[config.mk]
export PLATFORM = sky130hd
export DESIGN_NAME = key_event_queue
export DESIGN_NICKNAME = d
export VERILOG_FILES = /design/src/rtl/key_event_queue.sv
export SDC_FILE = /design/constraint.sdc
export NUM_CORES = 1
export LEC_CHECK = 0
export CORE_MARGIN = 5
export CORE_UTILIZATION = 40
export DETAILED_ROUTE_END_ITERATION = 6
export PLACE_DENSITY = 0.63
export REMOVE_ABC_BUFFERS = 1
export SYNTH_ARGS = -nofsm -noshare
export SYNTH_HDL_FRONTEND = slang
export SYNTH_SLANG_ARGS = --single-unit
[constraint.sdc]
create_clock -name clk -period 6.4 [get_ports clk]
set_input_delay 0.96 -clock clk [delete_from_list [all_inputs] [get_ports clk]]
set_output_delay 0.96 -clock clk [all_outputs]
set_load 0.005 [all_outputs]
[src/rtl/key_event_queue.sv]
// Turns debounced button levels into timestamped press/release/hold events
// and queues them in a first-word-fall-through FIFO with a valid/ready head.
module key_event_queue #(
   parameter int LANES       = 4,
   parameter int HOLD_CYCLES = 25_000_000,
   parameter int DEPTH       = 8,
   parameter int TS_W        = 16
) (
   input  logic                                clk,
   input  logic                                rst,
   input  logic [LANES-1:0]                    pbreg,
   output logic                                ev_valid,
   input  logic                                ev_ready,
   output logic [(LANES > 1 ? $clog2(LANES) : 1)-1:0] ev_lane,
   output logic [1:0]                          ev_kind,
   output logic [TS_W-1:0]                     ev_time,
   output logic [$clog2(DEPTH):0]              ev_count,
   output logic                                overflow,
   input  logic                                clr_overflow
);

   localparam int LW = (LANES > 1) ? $clog2(LANES) : 1;
   localparam int AW = $clog2(DEPTH);
   localparam int CW = AW + 1;
   localparam int HW = $clog2(HOLD_CYCLES);

   typedef enum logic [1:0] {
      K_PRESS   = 2'b00,
      K_RELEASE = 2'b01,
      K_HOLD    = 2'b10
   } kind_t;

   logic [TS_W-1:0]  ts;
   logic [LANES-1:0] prev;
   logic [LANES-1:0] fired;
   logic [HW-1:0]    hcnt [LANES];

   logic [LANES-1:0] pend_v;
   kind_t            pend_kind [LANES];
   logic [TS_W-1:0]  pend_ts [LANES];

   logic [LANES-1:0] press, rel, hold_det, det, grant, drop;
   kind_t            det_kind [LANES];

   logic             push, pop, full, empty;
   logic [LW-1:0]    push_lane;
   kind_t            push_kind;
   logic [TS_W-1:0]  push_ts;

   kind_t            mem_kind [DEPTH];
   logic [LW-1:0]    mem_lane [DEPTH];
   logic [TS_W-1:0]  mem_ts [DEPTH];
   logic [CW-1:0]    wptr, rptr, count;

   always_comb begin
      press    = '0;
      rel      = '0;
      hold_det = '0;
      det      = '0;
      for (int unsigned i = 0; i < LANES; i++) begin
         det_kind[i] = K_PRESS;
         press[i]    = pbreg[i] & ~prev[i];
         rel[i]      = ~pbreg[i] & prev[i];
         hold_det[i] = pbreg[i] & prev[i] & ~fired[i] & (hcnt[i] == HW'(HOLD_CYCLES - 1));
         det[i]      = press[i] | rel[i] | hold_det[i];
         if (rel[i])
            det_kind[i] = K_RELEASE;
         else if (hold_det[i])
            det_kind[i] = K_HOLD;
      end
   end

   assign count = wptr - rptr;
   assign full  = (count == CW'(DEPTH));
   assign empty = (count == '0);
   assign pop   = ~empty & ev_ready;

   // Fixed-priority pick: lowest pending lane wins whenever the FIFO has room.
   always_comb begin
      grant     = '0;
      push_lane = '0;
      push_kind = K_PRESS;
      push_ts   = '0;
      if (!full) begin
         for (int unsigned i = 0; i < LANES; i++) begin
            if (pend_v[i] && grant == '0) begin
               grant[i]  = 1'b1;
               push_lane = LW'(i);
               push_kind = pend_kind[i];
               push_ts   = pend_ts[i];
            end
         end
      end
   end

   assign push = |grant;
   assign drop = det & pend_v & ~grant;

   always_ff @(posedge clk or posedge rst) begin
      if (rst) begin
         ts       <= '0;
         prev     <= '0;
         fired    <= '0;
         pend_v   <= '0;
         wptr     <= '0;
         rptr     <= '0;
         overflow <= 1'b0;
         for (int unsigned i = 0; i < LANES; i++) begin
            hcnt[i]      <= '0;
            pend_kind[i] <= K_PRESS;
            pend_ts[i]   <= '0;
         end
      end else begin
         ts   <= ts + TS_W'(1);
         prev <= pbreg;
         for (int unsigned i = 0; i < LANES; i++) begin
            if (press[i]) begin
               hcnt[i]  <= '0;
               fired[i] <= 1'b0;
            end else if (hold_det[i]) begin
               fired[i] <= 1'b1;
            end else if (pbreg[i] && prev[i] && !fired[i]) begin
               hcnt[i] <= hcnt[i] + HW'(1);
            end
            // A slot drained this edge can take the lane's new event without a drop.
            if (det[i] && (!pend_v[i] || grant[i])) begin
               pend_v[i]    <= 1'b1;
               pend_kind[i] <= det_kind[i];
               pend_ts[i]   <= ts;
            end else if (grant[i]) begin
               pend_v[i] <= 1'b0;
            end
         end
         if (push)
            wptr <= wptr + CW'(1);
         if (pop)
            rptr <= rptr + CW'(1);
         if (|drop)
            overflow <= 1'b1;
         else if (clr_overflow)
            overflow <= 1'b0;
      end
   end

   always_ff @(posedge clk) begin
      if (push) begin
         mem_kind[wptr[AW-1:0]] <= push_kind;
         mem_lane[wptr[AW-1:0]] <= push_lane;
         mem_ts[wptr[AW-1:0]]   <= push_ts;
      end
   end

   assign ev_valid = ~empty;
   assign ev_count = count;
   assign ev_lane  = empty ? '0 : mem_lane[rptr[AW-1:0]];
   assign ev_kind  = empty ? 2'b00 : mem_kind[rptr[AW-1:0]];
   assign ev_time  = empty ? '0 : mem_ts[rptr[AW-1:0]];

endmodule
---- Word-level counts from Yosys, hierarchy flattened ----
Memories as Yosys holds them, arrays and structs flattened.
Cells that the tools add are included.
operators by class
  equality and inequality tests ........... 9
  $add $sub $neg .......................... 8
  muxes and demuxes ....................... 65
  reduce and logical (&&, ||, !) cells .... 49
  bitwise operators ....................... 46
operators by type and width
  cell                                                             count
  25-bit two-way mux                                               12
  25-bit by 1-bit adder with 25-bit output, second input constant  4
  25-bit equality test, second input constant                      4
  16-bit two-way mux                                               6
  2-bit two-way mux                                                18
  1-bit two-way mux                                                28
  2-bit nonzero test                                               13
  1-bit bitwise AND                                                21
  16-bit by 1-bit adder with 16-bit output, second input constant  1
  1-bit logical AND                                                15
  1-bit inverter                                                   14
  4-bit by 1-bit adder with 4-bit output, second input constant    2
  4-bit bitwise AND                                                2
  1-bit logical NOT                                                8
  2-bit inequality test, second input constant                     4
  1-bit bitwise OR                                                 8
  2-bit AND reduction                                              4
  4-bit OR reduction                                               2
  4-bit equality test, second input constant                       1
  4-bit logical NOT                                                1
  1-bit logical OR                                                 4
  4-bit two-way mux                                                1
  4-bit inverter                                                   1
  4-bit subtractor                                                 1
  2 further kinds                                                  2
word-level totals
  input bits .............................. 8
  register bits after elaboration ......... 209
  memories kept ........................... 3
  output and inout bits ................... 26
  RAM bits ................................ 160
memories
  name      depth  width  read ports  clocked after memory_dff  wr ports  line  text
  mem_ts    8      16     1           0                         1         52    logic [TS_W-1:0] mem_ts [DEPTH];
  mem_kind  8      2      1           0                         1         50    kind_t mem_kind [DEPTH];
  mem_lane  8      2      1           0                         1         51    logic [LW-1:0] mem_lane [DEPTH];

---- Logic depth before layout (Yosys ltp) ----
Gate-level depths: netlist (run 1).
  depth in word-level cells ............... 19
  depth in mapped cells ................... 12

---- Worst setup path before layout (run 1) ----
Ideal clock, no wire load.
  path kind ............................... flip-flop to flip-flop
  from .................................... register rptr[1]
  to ...................................... memory mem_kind[1][0] (netlist bit), enable pin
  data arrival time ....................... 4298 ps
  path slack .............................. 1647 ps
  cell stages (with the launch flop) ...... 10
  data required time ...................... 5944 ps
  period minus slack after synthesis ...... 4753 ps
  buffers on the path ..................... 3
  cell sequence ........................... dfrtp_1 -> clkbuf_1 -> clkbuf_1 -> inv_1 -> ha_1 -> nand3b_1 -> a21oi_1 -> o31a_1 -> clkbuf_1 -> nor4b_1
on the way
  word-level cells in the longest chain between the ends .. 6
ends and longest elaborated chain
  item                                     line  text
  start: declaration                       53    logic [CW-1:0] wptr, rptr, count;
  start signal: assignment                 137   rptr <= rptr + CW'(1);
  4-bit subtractor                         73    assign count = wptr - rptr;
  4-bit equality test                      74    assign full = (count == CW'(DEPTH));
  4-bit two-way mux                        84    if (!full) begin
  4-bit OR reduction                       96    assign push = |grant;
  1-bit two-way mux                        146   if (push) begin
  1-bit two-way mux (implied by the code)  147   mem_kind[wptr[AW-1:0]] <= push_kind;
  end: declaration                         50
No other way between the ends.

---- Worst setup path after layout (run 1) ----
  from .................................... register rptr[2]
  to ...................................... output ev_valid
on the way
  word-level cells in the longest chain between the ends .. 3
ends and longest elaborated chain
  item               line  text
  4-bit subtractor   73
  4-bit logical NOT  75    assign empty = (count == '0);
  1-bit inverter     153   assign ev_valid = ~empty;
  end: declaration   12    output logic ev_valid,
No other way between the ends.

==> flow_summary.json, run 1 <==
{
  "pre_cts_ws_ns": 1.60,
  "layout_worst_path_cycle_share": 0.831,
  "clock_path_buffers": 3,
  "grt_max_degree": 121,
  "numClockSinks": 369,
  "layout.nets": 1357,
  "dr_total_vias": 10300,
  "cp_cell_sequence": "buf_4, inv_1, ha_1, a21oi_1, and3_1, nor2_1, nor2_2, inv_1, clkdlybuf4s50_1",
  "postRouteWirelength_mm": 33.2,
  "drc": 0,
  "period_needed_ns": 5.32,
  "vias_per_cell": 5.45,
  "syn_inst": 1297,
  "postCtsHoldBufs": 0,
  "async_reset_ff_frac": 0.566,
  "track_usage": 0.145,
  "endpoint_kind": "primary output",
  "wl_per_cell_um": 17.5,
  "crit_start": "rptr[2]",
  "synth_area_mm2": 0.0167,
  "root_buffer": "clkbuf_16",
  "ant_nets": 0,
  "critical_path.top_delay_family": "buffers and inverters",
  "hold_path.class": "register to register",
  "numCtsBuffers": 40,
  "initial_utilization": 0.402,
  "hpwl_mm": 21.0,
  "drt_first_pass_iters": 5,
  "vdd_drop_max_mv": 0.251,
  "cp.required_ns": 5.44,
  "rows": 75,
  "finalWorstSetupSlack_ns": 1.08,
  "place_congestion": 0.765,
  "dieArea_mm2": 0.0460,
  "cts_resized": 0,
  "fin_skew_ns": 0.0177,
  "syn_avg_cell_area_um2": 12.9,
  "tightest_slew_ns": 1.09,
  "final.fill_count": 3730,
  "io_buffer_count": 33,
  "yosysMostFrequentCell": "dfrtp_1",
  "synth_top_area_cell": "dfrtp_1",
  "cp_data_arrival_time_ns": 4.36,
  "hold_ws_ns": 0.486,
  "grt_first_pass_wirelength_mm": 56.1,
  "synth_edf_count": 160,
  "insertion_delay_ns": 0.53,
  "ys_seq_area_frac": 0.599,
  "coreArea_mm2": 0.0417,
  "layout-drive-gt1-share": 0.163,
  "path_max_fanout": 23,
  "slew-limit-headroom": 0.267,
  "rr_startpoint": "rptr[2]",
  "grt.overflow.total": 0,
  "path_buf_inv": 4,
  "antenna_found_initial": 0,
  "yosysTopAreaCellShare": 0.312,
  "synthTopCellsByCount": "dfrtp_1 (209), edfxtp_1 (160), nor2_1 (123)",
  "io_pins": 34,
  "utilization": 0.456,
  "slew_viol_final": 0,
  "hold_violations": 0,
  "start_kind": "register",
  "status": "completed",
  "insertedDiodeCount": 0,
  "timing.max_cap.violations": 0,
  "die_h_um": 215,
  "p_per_area_mw_per_mm2": 422,
  "crit_path_max_incr_delay_ns": 0.85,
  "ys_types": 73,
  "syn_to_final_growth_pct": 13.4,
  "htreeDepth": 2,
  "fmax_mhz": 188,
  "clk_pin_slew_ns": 0.06,
  "leakagePower_nw": 7.29,
  "rsz0062_at_grt": "no",
  "cpMaxStageDelayCell": "nor2_2",
  "setup_viol": 0,
  "postCtsSetupRepairBufs": 0,
  "hold_path.startpoint": "pend_ts[35]",
  "die_x_um": 215,
  "tritoncts": "yes",
  "yosysWarnings": 0,
  "drt_iter0_drc": 748,
  "synth_top_cells_by_area": "dfrtp_1 (31%), edfxtp_1 (29%), mux4_2 (5.4%)",
  "crit_top_cell": "inv_1",
  "grt_pass1_vias": 10700,
  "ys_dominant_reg_cell": "dfrtp_1",
  "synth_seq_cells": 369,
  "path_class": "register to primary output"
}
[where the power goes]
| group | leakage [nW] | switching (W) | internal [W] | total, W |
|---|---|---|---|---|
| clock network | 0.658 | 0.000922 | 0.00138 | 0.00230 |
| logic | 2.34 | 0.00133 | 0.00108 | 0.00241 |
| registers | 4.29 | 0.000170 | 0.00313 | 0.00330 |
[state kept, by name (all words and copies together) (netlist names)]
signal / cells
fired: 4
hcnt: 100
mem_kind: 16
mem_lane: 16
mem_ts: 128
overflow: 1
pend_kind: 8
pend_ts: 64
pend_v: 4
prev: 4
rptr: 4
ts: 16
wptr: 4
[cell type report]
class                           count  area [µm²]  share of cell area
Tap cell                          539         674              0.0355
Clock inverter                     20         183             0.00962
Clock buffer                       54        1140              0.0603
Multi-Input combinational cell    819        6290               0.331
Inverter                           45         176             0.00930
Timing Repair Buffer               51         478              0.0252
Sequential cell                   369       10000               0.529
[worst register-to-register path: cells and delay by family (launching register included)]
| kind | cells | cell delay (ns) |
|---|---|---|
| adders and majority gates | 1 | 0.40 |
| buffers and inverters | 3 | 1.21 |
| DFF | 1 | 0.35 |
| and+or+nand+nor | 3 | 1.32 |
| AOI/OAI and AO/OA | 2 | 0.56 |
[routing by layer]
metal  vias to the layer above  track usage  share of wire
met1                      5250        0.201           0.46
met5                         -            0              0
met3                        40       0.0236          0.041
li1                       4878            -              -
met2                       173        0.242           0.48
met4                         0       0.0337          0.016
[layout by cell type (no fill, tap or decap), types with 17 or more instances in the layout]
| cell type | count |
|---|---|
| ha_1 | 22 |
| nand2_1 | 83 |
| nor3_1 | 23 |
| nand3_1 | 34 |
| a221oi_1 | 18 |
| buf_4 | 17 |
| inv_1 | 44 |
| clkbuf_16 | 41 |
| a21oi_1 | 62 |
| xnor2_1 | 62 |
| xor2_1 | 17 |
| or3_1 | 17 |
| nand4_1 | 25 |
| a22oi_1 | 17 |
| mux4_2 | 40 |
| clkdlybuf4s50_1 | 33 |
| o31ai_1 | 18 |
| edfxtp_1 | 160 |
| nor2_1 | 122 |
| dfrtp_1 | 207 |
| mux2_2 | 59 |
[path summary, 6_finish.rpt]
path	to	slack [ns]	cells after the start
max	ev_valid	1.08	9
min	pend_ts[35]	0.49	1
max reg2reg	mem_kind[3][0]	2.24	9
min reg2reg	pend_ts[35]	0.49	1
max in group asynchronous	pend_ts[49]	4.42	3
min in group asynchronous	hcnt[43]	0.90	2
[cell families after synthesis]
family	Yosys count	share of synthesized area
adders and majority gates	23	0.0176
buffers and inverters	109	0.0269
and+or+nand+nor	415	0.130
muxes	122	0.111
xor gates and xnor gates	79	0.0413
DFF	369	0.599
AOI/OAI and AO/OA	180	0.0740
[stage by stage]
step / area [µm²] / total power, W / TNS [ns] / cells
after detailed placement: 17700 / 0.00582 / 0 / 1823
after global routing: 19000 / 0.00847 / 0 / 1897
after CTS: 19000 / 0.00815 / 0 / 1897
after global placement: 17700 / 0.00575 / 0 / 1823
after floorplan: 16500 / 0.00476 / -56.26 / 1233
final: 19000 / 0.00802 / 0 / 1897
(Power assumes the default switching activity.)
==> run 2: changes to the inputs <==
Clock period 6.4 ns to 4.8 ns, I/O delays scaled along.
==> run 2 against run 1 <==
Die area unchanged; sequential cell count unchanged; setup slack worse by 0.37 ns; final area hardly changed; cell count grew 0.21%; hold slack better by 0.0030 ns; register-to-register slack worse by 0.93 ns; critical path depth is 1 higher; largest cell class unchanged.
==> flow_summary.json, run 2 (same netlist as run 1, synthesis figures left out) <==
{
  "status": "completed",
  "final_common_cell": "dfrtp_1",
  "numClockSinks": 369,
  "die_x_um": 215,
  "ant_nets": 0,
  "start_kind": "register",
  "vdd_drop_max_mv": 0.362,
  "layout.nets": 1363,
  "layout_worst_path_cycle_share": 0.852,
  "fin_skew_ns": 0.0211,
  "track_usage": 0.143,
  "leakagePower_nw": 7.28,
  "rows": 75,
  "setup_viol": 0,
  "grt_max_degree": 102,
  "clock_path_buffers": 3,
  "cts_resized": 0,
  "dpl.cell_count": 1830,
  "crit_start": "wptr[0]",
  "place_congestion": 0.778,
  "min_path_cells": 1,
  "root_buffer": "clkbuf_16",
  "htreeDepth": 2,
  "p_per_area_mw_per_mm2": 556,
  "fmax_mhz": 245,
  "insertion_delay_ns": 0.56,
  "path_max_fanout": 21,
  "final.fill_count": 3780,
  "hold_path.startpoint": "pend_ts[42]",
  "cp.required_ns": 4.08,
  "die_h_um": 215,
  "period_needed_ns": 4.09,
  "drt_iter0_drc": 592,
  "numCtsBuffers": 39,
  "largest_reg_flops": 128,
  "wl_per_cell_um": 17.6,
  "tritoncts": "yes",
  "timing.max_cap.violations": 0,
  "multi_input_area_mm2": 0.00629,
  "hpwl_mm": 20.2,
  "endpoint_kind": "primary output",
  "slew_viol_final": 0,
  "rsz0062_at_grt": "no",
  "io_buffer_count": 33,
  "hold_violations": 0,
  "tightest_slew_ns": 1.00,
  "vias_per_cell": 5.40,
  "clk_pin_slew_ns": 0.06,
  "initial_utilization": 0.402,
  "slew-limit-headroom": 0.324,
  "grt.overflow.total": 0,
  "dr_total_vias": 10300,
  "hold_path.class": "register to register",
  "finalSetupTns_ns": 0,
  "grt_pass1_vias": 10300,
  "antenna_found_initial": 1,
  "coreArea_mm2": 0.0417,
  "layout_common_cells": "dfrtp_1 (207), edfxtp_1 (160), nor2_1 (122)",
  "postCtsSetupRepairBufs": 0,
  "syn_to_final_growth_pct": 13.3,
  "ff2ff_path_depth": 9,
  "power.total_w": 0.0105,
  "path_class": "register to primary output",
  "seq_area_mm2": 0.0100,
  "io_pins": 34,
  "layout-drive-gt1-share": 0.165,
  "postRouteWirelength_mm": 33.4,
  "drt_first_pass_iters": 5,
  "insertedDiodeCount": 0,
  "utilization": 0.455,
  "dieArea_mm2": 0.0460,
  "postCtsHoldBufs": 0,
  "drc": 0,
  "finalNonFillerCells": 1901,
  "grt_first_pass_wirelength_mm": 55.3,
  "rr_startpoint": "wptr[0]",
  "cp_data_arrival_time_ns": 3.37
}
run 2: cell count changes in the layout (fill, tap and decap cells not counted):
cell	change
inv_6	-3
inv_16	+1
clkinv_16	+2
clkbuf_16	-2
clkinvlp_4	+2
clkinv_1	-4
clkbuf_1	+4
bufinv_16	-3
buf_4	+7
run 2: path summary, 6_finish.rpt:
path                            slack (ns)           to
worst min-delay path                  0.49  pend_ts[42]
max in group asynchronous             3.14    pend_v[1]
worst max register to register        1.31  pend_ts[24]
worst min register to register        0.49  pend_ts[42]
min in group asynchronous             0.66     hcnt[47]
worst max-delay path                  0.71     ev_valid
run 2: critical path, cell delays in order (launching register included):
cell             delay, ns
dfrtp_1               0.43
inv_1                 0.20
ha_1                  0.20
inv_1                 0.05
fa_1                  0.37
xnor2_1               0.24
nand2_1               0.20
nor2_2                0.15
buf_4                 0.32
inv_1                 0.18
clkdlybuf4s50_1       0.48
run 2: per-stage QoR:
step                hold WS [ns]  setup WS [ns]  area, µm²
detailed placement         0.479           1.30      17700
global placement           0.468           1.33      17700
finish                     0.489          0.712      19000
global route               0.500          0.443      19000
CTS                        0.492          0.696      19000
floorplan                  0.459          -1.63      16500
run 2: report_power, final:
part	switching, W	internal, W
clock network	0.00126	0.00164
logic	0.00174	0.00146
registers	0.000276	0.00417
total	0.00327	0.00727
run 2: area by class of cell:
cell class,count,share of cell area
flip-flops and latches,369,0.529
multi-input cells,819,0.332
clock buffers,56,0.0585
well taps,539,0.0356
repair buffers,58,0.0280
inverters,45,0.00930
clock inverters,15,0.00772
run 2: per-layer routing:
metal	part of all wire	vias up	wire length, µm	track usage
met3	0.042	36	1400	0.0263
met2	0.50	156	16600	0.245
li1	-	4898	-	-
met5	0.00039	-	13	0
met4	0.014	2	472	0.0307
met1	0.45	5174	15000	0.192
==> edit, RTL diff (flow settings as in run 1) <==
The parameter `TS_W` goes from 16 to 14.
--- a/src/rtl/key_event_queue.sv
+++ b/src/rtl/key_event_queue.sv
@@ -4,7 +4,7 @@
    parameter int LANES       = 4,
    parameter int HOLD_CYCLES = 25_000_000,
    parameter int DEPTH       = 8,
-   parameter int TS_W        = 16
+   parameter int TS_W        = 14
 ) (
    input  logic                                clk,
    input  logic                                rst,
Interface: changed (resized ev_time); port bits go from 34 to 32. The function was not compared with the original's and may differ.
==> edit against run 1 <==
Non-clock buffer count is 6 lower. Setup slack better by 0.46 ns. Global-route usage is 0.19 points higher. Sequential share of layout area is 0.25 points lower. Area after synthesis is 6.2% lower. Design area is 6.8% lower. Combinational power is 11% lower. First-iteration DRC count is 10% lower. Count of clock-buffer cells in the layout is 2 lower. Total power is 9.6% lower. Sequential cell count is 26 lower. Final cell count is 4.4% lower. Routed wire length is 4.3% lower. Clock power is 11% lower.
==> edit: results <==
set metrics [dict create \
    status "completed" \
    grt_first_pass_wirelength_um 53200 \
    hpwl_um 19600 \
    reg2reg_slack_ns 2.51 \
    routed_via_density 5.51 \
    ys_async_sr_fraction 0.580 \
    crit_slowest_cell "o21ba_2" \
    finClkSkew_ns 0.0171 \
    first_global_vias 10100 \
    max_stage_delay_ns 0.64 \
    dp_slack_ns 1.99 \
    antenna_found_initial 1 \
    port_buffers 31 \
    drt-total-wl_um 31800 \
    clock_latency_ns 0.53 \
    leakagePower_uw 0.00674 \
    drive_above_1_share 0.138 \
    dp.cells 1744 \
    instances_no_fill 1813 \
    worst_ir_drop_vdd_mv 0.199 \
    final_nets 1296 \
    crit_arrival_ns 3.90 \
    track_usage 0.147 \
    syn_inst 1246 \
    seq_area_frac_synth 0.593 \
    drt_iter0_markers 670 \
    synth_edf_count 144 \
    hp-class "flip-flop to flip-flop" \
    grt_max_degree 93 \
    slew_headroom 0.132 \
    cts_repair_resize_count 0 \
    place_congestion 0.758 \
    ys_top_cells_by_count "dfrtp_1, edfxtp_1, nor2_1" \
    cts_setup_buffers 0 \
    synthTopCellsByArea "dfrtp_1, edfxtp_1, mux4_2" \
    timing.rr.end "mem_ts[7][12]" \
    hold_end "pend_ts[30]" \
    r2r_cells 6 \
    largest_reg_flops 112 \
    ys_types 74 \
    min_from "pend_ts[30]" \
    worstPathMaxFanout 20 \
]
-- edit: cell count changes after synthesis, moves of 16 or more --
| cell | delta |
|---|---|
| nor2_1 | -35 |
| xnor2_1 | -32 |
| a21oi_1 | +24 |
| o21ai_0 | +22 |
| or3_1 | +22 |
| or4_1 | +19 |
| edfxtp_1 | -16 |
-- edit: cell type report --
| class | count | area [sq um] | share of cell area |
|---|---|---|---|
| Clock buffer | 52 | 1030 | 0.0584 |
| Inverter | 39 | 154 | 0.00870 |
| Multi-Input combinational cell | 799 | 5990 | 0.339 |
| Antenna cell | 1 | 2.50 | 0.000142 |
| Sequential cell | 343 | 9310 | 0.526 |
| Tap cell | 518 | 648 | 0.0367 |
| Timing Repair Buffer | 45 | 415 | 0.0235 |
| Clock inverter | 16 | 130 | 0.00736 |
-- edit: stage by stage --
stage | hold slack, ns | cell area (sq um)
2_1_floorplan | 0.459 | 15400
3_3_place_gp | 0.468 | 16500
3_5_place_dp | 0.477 | 16500
4_1_cts | 0.488 | 17700
5_1_grt | 0.499 | 17700
6_report | 0.488 | 17700
-- edit: cell families (layout without fill, tap and decap cells) --
logic type,Yosys count,in the layout,synth area share
AO/OA/AOI/OAI,222,222,0.0927
XOR/XNOR,51,51,0.0285
adder cells (fa/ha/maj),23,23,0.0188
buffers and inverters,104,152,0.0269
flip-flops,343,343,0.593
multiplexers,106,106,0.104
other,0,1,0
AND/OR/NAND/NOR,397,397,0.137
-- edit: how the worst max path moves through the flow --
| stage | start | end | slack, ns | cells after the start |
|---|---|---|---|---|
| floorplan | rst | fired[0] | 0.01 | 1 |
| global route | rptr[2] | ev_valid | 1.24 | 7 |
| global placement | rptr[2] | ev_valid | 2.12 | 7 |
| finish | rptr[2] | ev_valid | 1.54 | 7 |
| detailed placement | rptr[2] | ev_valid | 1.99 | 7 |
| CTS | rptr[2] | ev_valid | 1.40 | 7 |
-- edit: worst register-to-register path, cell delays in order (launching register included) --
cell      delay, ns
dfrtp_1        0.34
clkinv_1       0.55
ha_1           0.60
a21oi_1        0.09
a21oi_1        0.44
o31a_1         0.44
and4_1         1.03
-- edit: power breakdown --
group | internal [uW] | leakage (uW) | switching, uW
clock | 1180 | 0.000573 | 862
combinational | 965 | 0.00214 | 1190
sequential | 2900 | 0.00403 | 164
total | 5040 | 0.00674 | 2210
-- edit: layer usage --
metal / wire length [um] / track usage / part of all wire / up-vias
li1: - / - / - / 4750
met1: 14600 / 0.199 / 0.46 / 5071
met2: 15500 / 0.250 / 0.49 / 138
met3: 1190 / 0.0256 / 0.037 / 31
met4: 473 / 0.0328 / 0.015 / 0
met5: 0 / 0 / 0 / -
